`src/rtl/fxdiv_share_arbiter_pkg.sv`:
```
`default_nettype none
// ============================================================================
// Package : fxdiv_pkg
// Purpose : Shared helper functions for the shared fixed-point divider slice.
//           clog2/max1 size counters and IDs. fxdiv_lat gives the divider
//           pipeline depth that the tag pipe must match.
// Revision: 1.0 - initial release
// ============================================================================
package fxdiv_pkg;

  // Ceiling log2 for elaboration-time sizing (value <= 2**31).
  function automatic int clog2(input int value);
    int r;
    r = 0;
    for (int i = 0; i < 31; i++) begin
      if ((1 << i) < value) r = i + 1;
    end
    return r;
  endfunction

  function automatic int max1(input int value);
    return (value < 1) ? 1 : value;
  endfunction

  // Pipeline latency of pipe_FixedPointDiv for a given quotient format.
  function automatic int fxdiv_lat(input int woi, input int wof);
    return woi + wof + 3;
  endfunction

endpackage
`default_nettype wire

```
`src/rtl/fxdiv_share_arbiter_if.sv`:
```
`default_nettype none
// ============================================================================
// Interface: fxdiv_share_arbiter_if
// Purpose  : Request and result buses of the shared divider arbiter.
//   req_valid/req_ready   per-requester handshake (ready is one-hot or zero)
//   req_dividend/divisor  packed signed operands, requester i at [i*W +: W]
//   res_valid/res_ready   result FIFO head handshake
//   res_id/quot/overflow  head result fields
//   busy                  work in flight or results waiting
// Modports : master = requesters and result consumer, slave = arbiter.
// Revision : 1.0 - initial release
// ============================================================================
interface fxdiv_share_arbiter_if #(
  parameter int NREQ = 4,
  parameter int WII  = 8,
  parameter int WIF  = 8,
  parameter int WOI  = 8,
  parameter int WOF  = 8
) ();
  import fxdiv_pkg::*;

  localparam int W   = WII + WIF;
  localparam int WO  = WOI + WOF;
  localparam int IDW = max1(clog2(NREQ));

  logic [NREQ-1:0]   req_valid;
  logic [NREQ-1:0]   req_ready;
  logic [NREQ*W-1:0] req_dividend;
  logic [NREQ*W-1:0] req_divisor;
  logic              res_valid;
  logic              res_ready;
  logic [IDW-1:0]    res_id;
  logic [WO-1:0]     res_quot;
  logic              res_overflow;
  logic              busy;

  modport master (
    output req_valid, req_dividend, req_divisor, res_ready,
    input  req_ready, res_valid, res_id, res_quot, res_overflow, busy
  );

  modport slave (
    input  req_valid, req_dividend, req_divisor, res_ready,
    output req_ready, res_valid, res_id, res_quot, res_overflow, busy
  );

endinterface
`default_nettype wire

```
`src/rtl/fxdiv_share_arbiter_fifo.sv`:
```
`default_nettype none
// ============================================================================
// Module  : sync_fifo_fwft
// Purpose : Synchronous first-word-fall-through FIFO. A word written into an
//           empty FIFO appears on rd_data/valid the following cycle.
//   wr_en/wr_data  write port (ignored when full unless a read frees a slot)
//   rd_en          pop the head (ignored when empty)
//   rd_data/valid  head word and non-empty flag
//   count          occupancy, 0..DEPTH
// Revision: 1.0 - initial release
// ============================================================================
module sync_fifo_fwft
  import fxdiv_pkg::*;
#(
  parameter int WIDTH = 8,
  parameter int DEPTH = 4
) (
  input  logic                         clk,
  input  logic                         rst,
  input  logic                         wr_en,
  input  logic [WIDTH-1:0]             wr_data,
  input  logic                         rd_en,
  output logic [WIDTH-1:0]             rd_data,
  output logic                         valid,
  output logic [clog2(DEPTH+1)-1:0]    count
);

  localparam int AW = max1(clog2(DEPTH));
  localparam int CW = clog2(DEPTH + 1);

  logic [WIDTH-1:0] r_mem [DEPTH];
  logic [AW-1:0]    r_wptr, r_rptr;
  logic [CW-1:0]    r_count;
  logic             w_wr, w_rd;

  assign w_rd = rd_en && (r_count != '0);
  assign w_wr = wr_en && ((r_count != CW'(DEPTH)) || w_rd);

  always_ff @(posedge clk) begin
    if (w_wr) r_mem[r_wptr] <= wr_data;
  end

  always_ff @(posedge clk) begin
    if (rst) begin
      r_wptr  <= '0;
      r_rptr  <= '0;
      r_count <= '0;
    end else begin
      if (w_wr) r_wptr <= (r_wptr == AW'(DEPTH - 1)) ? '0 : r_wptr + 1'b1;
      if (w_rd) r_rptr <= (r_rptr == AW'(DEPTH - 1)) ? '0 : r_rptr + 1'b1;
      case ({w_wr, w_rd})
        2'b10:   r_count <= r_count + 1'b1;
        2'b01:   r_count <= r_count - 1'b1;
        default: r_count <= r_count;
      endcase
    end
  end

  assign rd_data = r_mem[r_rptr];
  assign valid   = (r_count != '0);
  assign count   = r_count;

endmodule
`default_nettype wire

```
`src/rtl/pipe_FixedPointDiv.sv`:
```
`default_nettype none
// ============================================================================
// Module  : pipe_FixedPointDiv
// Purpose : Signed fixed-point divider, fully pipelined, one operation per
//           cycle, result LAT = WOI+WOF+3 cycles after the operands.
//   dividend/divisor  in  signed WII.WIF
//   out               out signed WOI.WOF quotient, saturated
//   overflow          out saturation flag (also set for a zero divisor)
// Revision: 1.0 - initial release
// ============================================================================
module pipe_FixedPointDiv
  import fxdiv_pkg::*;
#(
  parameter int WII   = 8,
  parameter int WIF   = 8,
  parameter int WOI   = 8,
  parameter int WOF   = 8,
  parameter int ROUND = 1
) (
  input  logic                 clk,
  input  logic                 rst,
  input  logic [WII+WIF-1:0]   dividend,
  input  logic [WII+WIF-1:0]   divisor,
  output logic [WOI+WOF-1:0]   out,
  output logic                 overflow
);

  localparam int W   = WII + WIF;
  localparam int WO  = WOI + WOF;
  localparam int LAT = fxdiv_lat(WOI, WOF);
  localparam int NW  = W + WOF;
  localparam int QW  = NW + 1;

  logic          w_a_neg, w_b_neg, w_neg, w_div0;
  logic [W-1:0]  w_a_mag, w_b_mag;
  logic [NW-1:0] w_num, w_den, w_q, w_r;
  logic [QW-1:0] w_qr, w_lim;
  logic [WO-1:0] w_out;
  logic          w_ovf;

  logic [WO-1:0]  r_out [LAT];
  logic [LAT-1:0] r_ovf;

  // Quotient = |a| * 2^WOF / |b| (WIF cancels); sign applied afterwards.
  always_comb begin
    w_a_neg = dividend[W-1];
    w_b_neg = divisor[W-1];
    w_neg   = w_a_neg ^ w_b_neg;
    w_div0  = (divisor == '0);
    w_a_mag = w_a_neg ? (~dividend + 1'b1) : dividend;
    w_b_mag = w_b_neg ? (~divisor + 1'b1) : divisor;
    w_num   = NW'(w_a_mag) << WOF;
    w_den   = w_div0 ? NW'(1) : NW'(w_b_mag);
    w_q     = w_num / w_den;
    w_r     = w_num % w_den;
    w_qr    = {1'b0, w_q};
    // Round half away from zero on the magnitude.
    if ((ROUND != 0) && ({w_r, 1'b0} >= {1'b0, w_den})) w_qr = w_qr + 1'b1;
    w_lim = w_neg ? (QW'(1) << (WO - 1)) : ((QW'(1) << (WO - 1)) - 1'b1);
    if (w_div0) begin
      w_ovf = 1'b1;
      w_out = w_a_neg ? {1'b1, {(WO-1){1'b0}}} : {1'b0, {(WO-1){1'b1}}};
    end else if (w_qr > w_lim) begin
      w_ovf = 1'b1;
      w_out = w_neg ? {1'b1, {(WO-1){1'b0}}} : {1'b0, {(WO-1){1'b1}}};
    end else begin
      w_ovf = 1'b0;
      w_out = w_neg ? (~w_qr[WO-1:0] + 1'b1) : w_qr[WO-1:0];
    end
  end

  always_ff @(posedge clk) begin
    if (rst) begin
      r_ovf <= '0;
      for (int i = 0; i < LAT; i++) r_out[i] <= '0;
    end else begin
      r_out[0] <= w_out;
      r_ovf    <= {r_ovf[LAT-2:0], w_ovf};
      for (int i = 1; i < LAT; i++) r_out[i] <= r_out[i-1];
    end
  end

  assign out      = r_out[LAT-1];
  assign overflow = r_ovf[LAT-1];

endmodule
`default_nettype wire

```
`src/rtl/fxdiv_share_arbiter.sv`:
```
`default_nettype none
// ============================================================================
// Module  : fxdiv_share_arbiter
// Purpose : Shares one pipe_FixedPointDiv among NREQ requesters. Round-robin
//           grant of at most one request per cycle, requester ID carried in
//           a tag pipe matched to the divider latency, results queued in a
//           FWFT FIFO whose space is reserved up front by a credit check so
//           the divider never has to stall.
//   clk, rst  clock and synchronous active-high reset (also resets divider)
//   bus       fxdiv_share_arbiter_if.slave: request and result buses
// Revision: 1.0 - initial release
// ============================================================================
module fxdiv_share_arbiter
  import fxdiv_pkg::*;
#(
  parameter int NREQ  = 4,
  parameter int WII   = 8,
  parameter int WIF   = 8,
  parameter int WOI   = 8,
  parameter int WOF   = 8,
  parameter int ROUND = 1,
  parameter int DEPTH = 32
) (
  input  logic                 clk,
  input  logic                 rst,
  fxdiv_share_arbiter_if.slave bus
);

  localparam int LAT = fxdiv_lat(WOI, WOF);
  localparam int IDW = max1(clog2(NREQ));
  localparam int W   = WII + WIF;
  localparam int WO  = WOI + WOF;
  localparam int CW  = clog2(DEPTH + 1);

  typedef struct packed {
    logic [IDW-1:0] id;
    logic [WO-1:0]  quot;
    logic           overflow;
  } res_entry_t;

  localparam int EW = $bits(res_entry_t);

  logic [IDW-1:0]  r_rr_ptr;
  logic [LAT-1:0]  r_tag_v;
  logic [IDW-1:0]  r_tag_id [LAT];
  logic [CW-1:0]   r_inflight;

  logic [CW-1:0]   w_fifo_count;
  logic            w_fifo_valid;
  logic            w_credit_ok;
  logic [NREQ-1:0] w_rot;
  logic            w_found;
  logic [IDW:0]    w_sum;
  logic [IDW-1:0]  w_gidx;
  logic            w_xfer;
  logic [NREQ-1:0] w_grant;
  logic [IDW-1:0]  w_next_ptr;
  logic [W-1:0]    w_dividend, w_divisor;
  logic [WO-1:0]   w_div_out;
  logic            w_div_ovf;
  res_entry_t      w_push_entry, w_head;
  logic [EW-1:0]   w_head_bits;
  logic            w_pop;

  // Every issued operation already owns a FIFO slot, so push never blocks.
  assign w_credit_ok = ({1'b0, r_inflight} + {1'b0, w_fifo_count}) < (CW+1)'(DEPTH);

  // Rotate valids so bit k is requester (rr_ptr+k) mod NREQ, then take the
  // lowest set bit and map the offset back to a requester index.
  always_comb begin
    w_rot   = NREQ'({bus.req_valid, bus.req_valid} >> r_rr_ptr);
    w_found = 1'b0;
    w_sum   = {1'b0, r_rr_ptr};
    for (int k = 0; k < NREQ; k++) begin
      if (!w_found && w_rot[k]) begin
        w_found = 1'b1;
        w_sum   = {1'b0, r_rr_ptr} + (IDW+1)'(k);
      end
    end
    if (w_sum >= (IDW+1)'(NREQ)) w_sum = w_sum - (IDW+1)'(NREQ);
    w_gidx     = w_sum[IDW-1:0];
    w_xfer     = w_found && w_credit_ok && !rst;
    w_grant    = w_xfer ? (NREQ'(1) << w_gidx) : '0;
    w_next_ptr = (w_gidx == IDW'(NREQ - 1)) ? '0 : w_gidx + 1'b1;
  end

  // Granted operands go straight to the divider; idle cycles feed zeros
  // whose results are dropped because their tag is invalid.
  always_comb begin
    w_dividend = '0;
    w_divisor  = '0;
    for (int i = 0; i < NREQ; i++) begin
      if (w_grant[i]) begin
        w_dividend = bus.req_dividend[i*W +: W];
        w_divisor  = bus.req_divisor[i*W +: W];
      end
    end
  end

  always_ff @(posedge clk) begin
    if (rst) begin
      r_rr_ptr   <= '0;
      r_tag_v    <= '0;
      r_inflight <= '0;
      for (int i = 0; i < LAT; i++) r_tag_id[i] <= '0;
    end else begin
      r_tag_v     <= {r_tag_v[LAT-2:0], w_xfer};
      r_tag_id[0] <= w_gidx;
      for (int i = 1; i < LAT; i++) r_tag_id[i] <= r_tag_id[i-1];
      if (w_xfer) r_rr_ptr <= w_next_ptr;
      // A tag leaving the pipe moves from inflight into the FIFO count.
      case ({w_xfer, r_tag_v[LAT-1]})
        2'b10:   r_inflight <= r_inflight + 1'b1;
        2'b01:   r_inflight <= r_inflight - 1'b1;
        default: r_inflight <= r_inflight;
      endcase
    end
  end

  pipe_FixedPointDiv #(
    .WII(WII), .WIF(WIF), .WOI(WOI), .WOF(WOF), .ROUND(ROUND)
  ) u_div (
    .clk      (clk),
    .rst      (rst),
    .dividend (w_dividend),
    .divisor  (w_divisor),
    .out      (w_div_out),
    .overflow (w_div_ovf)
  );

  assign w_push_entry = '{id: r_tag_id[LAT-1], quot: w_div_out, overflow: w_div_ovf};
  assign w_pop        = w_fifo_valid && bus.res_ready;

  sync_fifo_fwft #(
    .WIDTH(EW), .DEPTH(DEPTH)
  ) u_fifo (
    .clk     (clk),
    .rst     (rst),
    .wr_en   (r_tag_v[LAT-1]),
    .wr_data (w_push_entry),
    .rd_en   (w_pop),
    .rd_data (w_head_bits),
    .valid   (w_fifo_valid),
    .count   (w_fifo_count)
  );

  assign w_head           = res_entry_t'(w_head_bits);
  assign bus.req_ready    = w_grant;
  assign bus.res_valid    = w_fifo_valid;
  assign bus.res_id       = w_head.id;
  assign bus.res_quot     = w_head.quot;
  assign bus.res_overflow = w_head.overflow;
  assign bus.busy         = (r_inflight != '0) || w_fifo_valid;

endmodule
`default_nettype wire

```
`src/flat_wrapper.sv`:
```
// flat-port wrapper written by rule: the top's interface ports become plain ports
module fxdiv_share_arbiter_flat import fxdiv_pkg::*;
#(
  parameter int NREQ  = 4,
  parameter int WII   = 8,
  parameter int WIF   = 8,
  parameter int WOI   = 8,
  parameter int WOF   = 8,
  parameter int ROUND = 1,
  parameter int DEPTH = 32
)
  (clk, rst, bus_req_valid, bus_req_dividend, bus_req_divisor, bus_res_ready, bus_req_ready, bus_res_valid, bus_res_id, bus_res_quot, bus_res_overflow, bus_busy);
  fxdiv_share_arbiter_if #(.NREQ(NREQ), .WII(WII), .WIF(WIF), .WOI(WOI), .WOF(WOF)) bus_i ();
  input  logic clk;
  input  logic rst;
  input wire logic [$bits(bus_i.req_valid)-1:0] bus_req_valid;
  input wire logic [$bits(bus_i.req_dividend)-1:0] bus_req_dividend;
  input wire logic [$bits(bus_i.req_divisor)-1:0] bus_req_divisor;
  input wire logic [$bits(bus_i.res_ready)-1:0] bus_res_ready;
  output wire logic [$bits(bus_i.req_ready)-1:0] bus_req_ready;
  output wire logic [$bits(bus_i.res_valid)-1:0] bus_res_valid;
  output wire logic [$bits(bus_i.res_id)-1:0] bus_res_id;
  output wire logic [$bits(bus_i.res_quot)-1:0] bus_res_quot;
  output wire logic [$bits(bus_i.res_overflow)-1:0] bus_res_overflow;
  output wire logic [$bits(bus_i.busy)-1:0] bus_busy;
  assign bus_i.req_valid = bus_req_valid;
  assign bus_i.req_dividend = bus_req_dividend;
  assign bus_i.req_divisor = bus_req_divisor;
  assign bus_i.res_ready = bus_res_ready;
  assign bus_req_ready = bus_i.req_ready;
  assign bus_res_valid = bus_i.res_valid;
  assign bus_res_id = bus_i.res_id;
  assign bus_res_quot = bus_i.res_quot;
  assign bus_res_overflow = bus_i.res_overflow;
  assign bus_busy = bus_i.busy;
  fxdiv_share_arbiter #(.NREQ(NREQ), .WII(WII), .WIF(WIF), .WOI(WOI), .WOF(WOF), .ROUND(ROUND), .DEPTH(DEPTH)) u_core (.clk(clk), .rst(rst), .bus(bus_i));
endmodule
```
`config.mk`:
```
export PLATFORM = sky130hd
export DESIGN_NAME = fxdiv_share_arbiter_flat
export DESIGN_NICKNAME = d
export VERILOG_FILES = /design/src/rtl/fxdiv_share_arbiter_pkg.sv /design/src/rtl/fxdiv_share_arbiter_if.sv /design/src/rtl/fxdiv_share_arbiter_fifo.sv /design/src/rtl/pipe_FixedPointDiv.sv /design/src/rtl/fxdiv_share_arbiter.sv /design/src/flat_wrapper.sv
export SDC_FILE = /design/constraint.sdc
export NUM_CORES = 2
export LEC_CHECK = 0
export CAP_MARGIN = 20
export CORE_MARGIN = 2
export CORE_UTILIZATION = 50
export CTS_CLUSTER_DIAMETER = 200
export DETAILED_ROUTE_END_ITERATION = 8
export PLACE_DENSITY = 0.69
export SYNTH_ARGS = -nofsm -noshare
export SYNTH_HDL_FRONTEND = slang
export SYNTH_SLANG_ARGS = --single-unit
```
`constraint.sdc`:
```
create_clock -name clk -period 89.8 [get_ports clk]
set_clock_uncertainty 0.2 [all_clocks]
set_input_delay 17.96 -clock clk [delete_from_list [all_inputs] [get_ports clk]]
set_output_delay 17.96 -clock clk [all_outputs]
set_load 0.01 [all_outputs]
```
* Yosys cells after proc, flatten, opt, wreduce, memory -nomap -nowiden
Memory sizes are Yosys's and may differ from the RTL's. A register that Yosys moved wholly into a read port is not among the register bits.
Index checks and enable logic that the tools add are counted.
** Word-level totals
- ROM bits :: 0
- Latch bits :: 0
- Output and inout bits :: 25
- Memories :: 3
- Flip-flop bits (word level) :: 62
- Logic and storage cells :: 182
- Input bits :: 135
- Memory bits (writable) :: 950
** Cells by class
- Bitwise logic cells :: 42
- $add $sub $neg :: 16
- Eq/ne operators :: 8
- Reductions and logical operators :: 19
- Shift-type cells :: 2
- Multiplexer cells :: 79
- Multiply operators :: 0
- Div/mod/pow operators :: 2
- Order comparisons :: 4
** Memories
- u_core.u_fifo.r_mem :: depth 32, width 19, read ports 1, clocked after Yosys merged registers in 1, wr ports 1, line fxdiv_share_arbiter_fifo.sv:31 : logic [WIDTH-1:0] r_mem [DEPTH];
- u_core.u_div.r_out :: depth 19, width 16, read ports 19, clocked after Yosys merged registers in 0, wr ports 19, line pipe_FixedPointDiv.sv:41 : logic [WO-1:0] r_out [LAT];
- u_core.r_tag_id :: depth 19, width 2, read ports 19, clocked after Yosys merged registers in 0, wr ports 19, line fxdiv_share_arbiter.sv:45 : logic [IDW-1:0] r_tag_id [LAT];
** Operator list (count)
- 2-to-1 mux 16 bit :: 36
- adder 16 x 1 -> 16 bit, second input constant :: 3
- inverter 16 bit :: 3
- 2-to-1 mux 2 bit :: 21
- bitwise OR 1 bit :: 38
- adder 24 x 1 -> 25 bit, second input constant :: 1
- >= comparator 25 x 16 -> 1 bit :: 1
- greater-than comparator 25 x 16 -> 1 bit :: 1
- 2-to-1 mux 25 bit :: 1
- divider 24 x 24 -> 24 bit :: 1
- remainder unit 24 x 24 -> 24 bit :: 1
- case mux 6 bit (2 select lines) :: 2
- 2-to-1 mux 5 bit :: 4
- zero test 16 bit :: 1
- adder 6 x 1 -> 6 bit, second input constant :: 2
- nonzero test 6 bit :: 2
- subtractor 6 x 1 -> 6 bit, second input constant :: 2
- 2-to-1 mux 1 bit :: 11
- adder 5 x 1 -> 5 bit, second input constant :: 2
- == test 5 bit, second input constant :: 2
- 2-to-1 mux 3 bit :: 3
- logical AND 1 bit :: 8
- >> shifter 8 x 2 -> 4 bit :: 1
- adder 6 x 6 -> 7 bit :: 1
- 15 further kinds :: 24

* Longest topological paths before layout
- Depth after elaboration :: 32
- Depth in mapped cells :: 367
- Gate-level depth less buffers :: 335

* Cells and area by module
From an unflattened synthesis, not the netlist that was laid out.
** Second synthesis, totals
- Cell total of the unflattened synthesis :: 4899
- Area, all modules :: 55575.8 um2
** Modules (own cells, without submodules)
- pipe_FixedPointDiv :: cells each 3412, area each 27585.2 um2, times used 1
- sync_fifo_fwft :: cells each 1052, area each 24424.7 um2, times used 1
- fxdiv_share_arbiter :: cells each 435, area each 3565.9 um2, times used 1

* Worst setup path after synthesis
OpenSTA, ideal clock, no wires.
- Path kind :: input to register
- From :: input bus_req_valid[2]
- To :: memory u_core.u_div.r_out[0][13] (netlist bit)
- Slack :: 4.181 ns
- Stages on the path :: 349
- Arrival :: 85.327 ns
- Required time :: 89.508 ns
- Path through :: nor2b_1 a221o_1 o22ai_1 inv_1 ha_1 buf_2 inv_2 clkbuf_1 clkbuf_1 mux2i_1 nor2_1 inv_1 ha_1 o221a_2 a32oi_4 a211oi_1 nor2_1 clkbuf_1 [... 313 more ...] o21ai_0 nand2b_1 a21oi_1 nor2b_1 o21ai_0 nand2b_1 a21oi_1 o21ai_0 a21o_1 a21o_1 a21oi_1 nor2_1 nor3_1 mux2i_1 nor4_4 buf_6 mux2_1 nor4_1
** RTL lines
- start, declared :: line flat_wrapper.sv:16 : input wire logic [$bits(bus_i.req_valid)-1:0] bus_req_valid;
- end, declared :: line pipe_FixedPointDiv.sv:41

==> metrics.md <==
| Metric | Value |
|---|---|
| Period utilisation layout | a little over nine tenths |
| Initial DRC Count | around 3800 |
| Hold depth | 1 |
| Placed Area | 0.0598 mm² |
| Worst Path Max Fanout | 31 |
| Slew @ Worst Pin | between 1 and 1.5 ns |
| Status | finished clean |
| Vias in the first global route | 40600 |
| Hold Slack | approximately 0.23 ns |
| Area grow syn2layout | 13.7% |
| WHS Endpoint | u_core.u_div.r_out[3][4]$_SDFF_PP0_ |
| Clk_lat worst skew | ~0.66 ns |
| Worst path slowest cell | a211oi_2 |
| Design Area, Final | 0.0635 mm² |
| Total Routing Usage GR | between 20% and 30% |
| CTS tree | done |
| Longest Clk Path Bufs | 3 |
| WL per Instance | 23.6 µm |
| Total CTS buffers | 89 |
| Cell mode on critical path | o21ai_0 |
| Fmax | 11.8 MHz |
| Max-cap violation count | 0 |
| Top post-synthesis cells by area | edfxtp_1 33%, dfxtp_1 15%, mux4_2 7.7% |
| Largest area contributor in the netlist | edfxtp_1 |
| WP data required | 90.16 ns |
| Post-Route Utilization | between 50% and 60% |
| FF+latch count, synth | 1017 |
| Worst hold start | u_core.u_div.r_out[2][4]$_SDFF_PP0_ |
| Post-synth EDFFs | roughly 610 |
| FF-to-FF Start | u_core.r_rr_ptr[1]$_SDFFE_PP0P_ |
| First-pass GRT wire length | 241000 µm |
| Die X | 338 µm |
| Row cnt | 122 |
| Routed Antenna Nets | 0 |
| Mapped Cells | 4999 |
| Die area | roughly 0.11 mm² |
| Max stage delay on crit path | between 0.5 and 0.6 ns |
| Post-DP HPWL | around 110000 µm |
| Post-DR vias/cell | slightly above 6 |
| Largest net degree at the start of global routing | 177 |
| Starting Density | 50.4% |
| Post-Route WL | 160000 µm |
| Type of origin of the critical path | primary input |
| CORE AREA | about 0.11 mm² |
| Hold buffers post-CTS | 0 |
| Most frequent cells in the layout | 608 x edfxtp_1, 406 x nor2b_1, 405 x dfxtp_1 |
| Fill cells | 9219 |
| H-Tree Depth | 3 |
| Initial antenna violation count | 6 |
| Tmin final | 84.46 ns |
| Vert. Die Dim | 338 µm |
| FF-to-FF End | u_core.u_div.r_out[0][13]$_SDFF_PP0_ |
| Input/output buffers | 159 |
| CTS Root Cell | clkbuf_16 |
| Final-report hold violation count | 0 |
| FF/Latch Area | 0.0265 mm² |
| FF-to-FF setup slack | 22.79 ns |
| FFs w/ async S/R, synth | 0% |
| Layout cells sized above 1 | 15.5% |
| Worst min path class | register to register |
| CP Capture Type | register |
| Max-Slew Margin vs Limit | between 20% and 30% |
| TritonCTS Sinks | 1017 |
| CP arrival | 84.82 ns |
| Mapped cell area | 0.0559 mm² |
| Vias | approximately 41000 |
| R2R depth | 331 |
| Mean Syn Cell Area | 11.2 µm² |
| Grt total ovfl | 0 |
| YS warnings | 0 |
| # IOs | between 150 and 200 |
| GP Congestion | 0.971 |
| Seq/Total Area, Yosys | ~47% |
| Post-synth top area share | 32.7% |
| Synthesized Nets | 5455 |
| Setup violations, final | 0 |
| Clock slew at reported path FFs | ~0.060 ns |
| Count of cell types in the netlist | 117 |
| Area taken by multi-input logic gates | 0.0287 mm² |
| ANT cells | 0 |
| # nets final | between 5000 and 6000 |
| Commonest non-fill, non-tap cell in the layout | edfxtp_1 |
| Top FF cell, synth | edfxtp_1 |
| Drt pass-1 iters | 6 |
| DRC errors left | 0 |
| WS Path Type | primary input to register |
| Slew Limit Fails | 0 |
how the worst max path moves through the flow:
stage / startpoint / to / slack (ns) / depth (start not counted)
detailed placement: bus_req_valid[0] / u_core.u_div.r_out[0][13]$_SDFF_PP0_ / 0.01 / 324
CTS: bus_req_valid[0] / u_core.u_div.r_out[0][13]$_SDFF_PP0_ / 0.42 / 324
global placement: bus_req_valid[1] / u_core.u_div.r_out[0][13]$_SDFF_PP0_ / 1.82 / 328
finish: bus_req_valid[0] / u_core.u_div.r_out[0][13]$_SDFF_PP0_ / 5.34 / 332
floorplan: bus_req_valid[2] / u_core.u_div.r_out[0][13]$_SDFF_PP0_ / 4.18 / 349
global route: bus_req_valid[1] / u_core.u_div.r_out[0][13]$_SDFF_PP0_ / -0.07 / 332
sequential cells by signal, summed over array words and instances (netlist names), named ones only:
signal	flops
u_core.u_fifo.count	6
u_core.u_fifo.r_rptr	5
u_core.r_rr_ptr	2
u_core.r_inflight	6
u_core.r_tag_id	38
u_core.r_tag_v	19
u_core.u_div.r_ovf	19
u_core.u_fifo.r_wptr	5
u_core.u_fifo.r_mem	608
u_core.u_div.r_out	304
area by class of cell:
| class | instances | area share [%] |
|---|---|---|
| multi-input cells | 3664 | 45.1 |
| flip-flops and latches | 1017 | 41.7 |
| repair buffers | 350 | 5.01 |
| clock buffers | 123 | 4.02 |
| well taps | 1488 | 2.93 |
| clock inverters | 42 | 0.640 |
| inverters | 101 | 0.609 |
Yosys cell counts (46+ instances only):
| cell type | n |
|---|---|
| a21o_1 | 125 |
| a21oi_1 | 285 |
| o21a_1 | 89 |
| o21ai_0 | 181 |
| nand2_1 | 315 |
| inv_1 | 94 |
| xor2_1 | 91 |
| nor2b_1 | 407 |
| mux4_2 | 190 |
| ha_1 | 318 |
| nand4_1 | 46 |
| o31ai_1 | 60 |
| edfxtp_1 | 608 |
| nand2b_1 | 58 |
| clkbuf_1 | 142 |
| nor3_1 | 100 |
| nor2_1 | 376 |
| nand3_1 | 84 |
| dfxtp_1 | 409 |
| mux2_2 | 72 |
| xnor2_1 | 129 |
stage by stage:
step / setup TNS, ns / setup slack, ns / instances
floorplan: 0 / 4.18 / 4999
global placement: 0 / 1.82 / 6581
detailed placement: 0 / 0.0133 / 6582
CTS: 0 / 0.417 / 6747
global route: -0.0723 / -0.0723 / 6785
finish: 0 / 5.34 / 6785
layer usage:
| metal | part of all wire, % | vias to the layer above | global-route usage, % |
|---|---|---|---|
| li1 | - | 19300 | - |
| met1 | 39 | 20200 | 33.7 |
| met2 | 50 | 1589 | 47.5 |
| met3 | 6.3 | 357 | 3.59 |
| met4 | 4.2 | 0 | 10.7 |
| met5 | 0 | - | 0 |
logic make-up (layout without fill, tap and decap cells):
family                   count (synthesis)  in the layout  synth area share (%)
XOR/XNOR                               220            220                  3.45
flip-flops                            1017           1017                  47.3
AO/OA/AOI/OAI                         1147           1147                  14.1
AND/OR/NAND/NOR                       1681           1681                  15.8
multiplexers                           295            295                  9.70
buffers and inverters                  318            616                  2.41
adder cells (fa/ha/maj)                321            321                  7.23
worst max-delay path, delay by kind of cell:
family                   cells  cell delay (ns)
AO/OA/AOI/OAI              173            34.25
AND/OR/NAND/NOR             98            16.19
adder cells (fa/ha/maj)     28             8.37
buffers and inverters       22             4.80
multiplexers                11             3.06
what timing repair did:
item                                    in CTS  in global routing
buffers inserted                             0                 31
resized for setup                            0                 92
endpoints found under the setup margin       0                 17
Power is left out: the tool's default activity adds up to more than one toggle a clock period on the data nets, which glitch-free logic cannot reach.
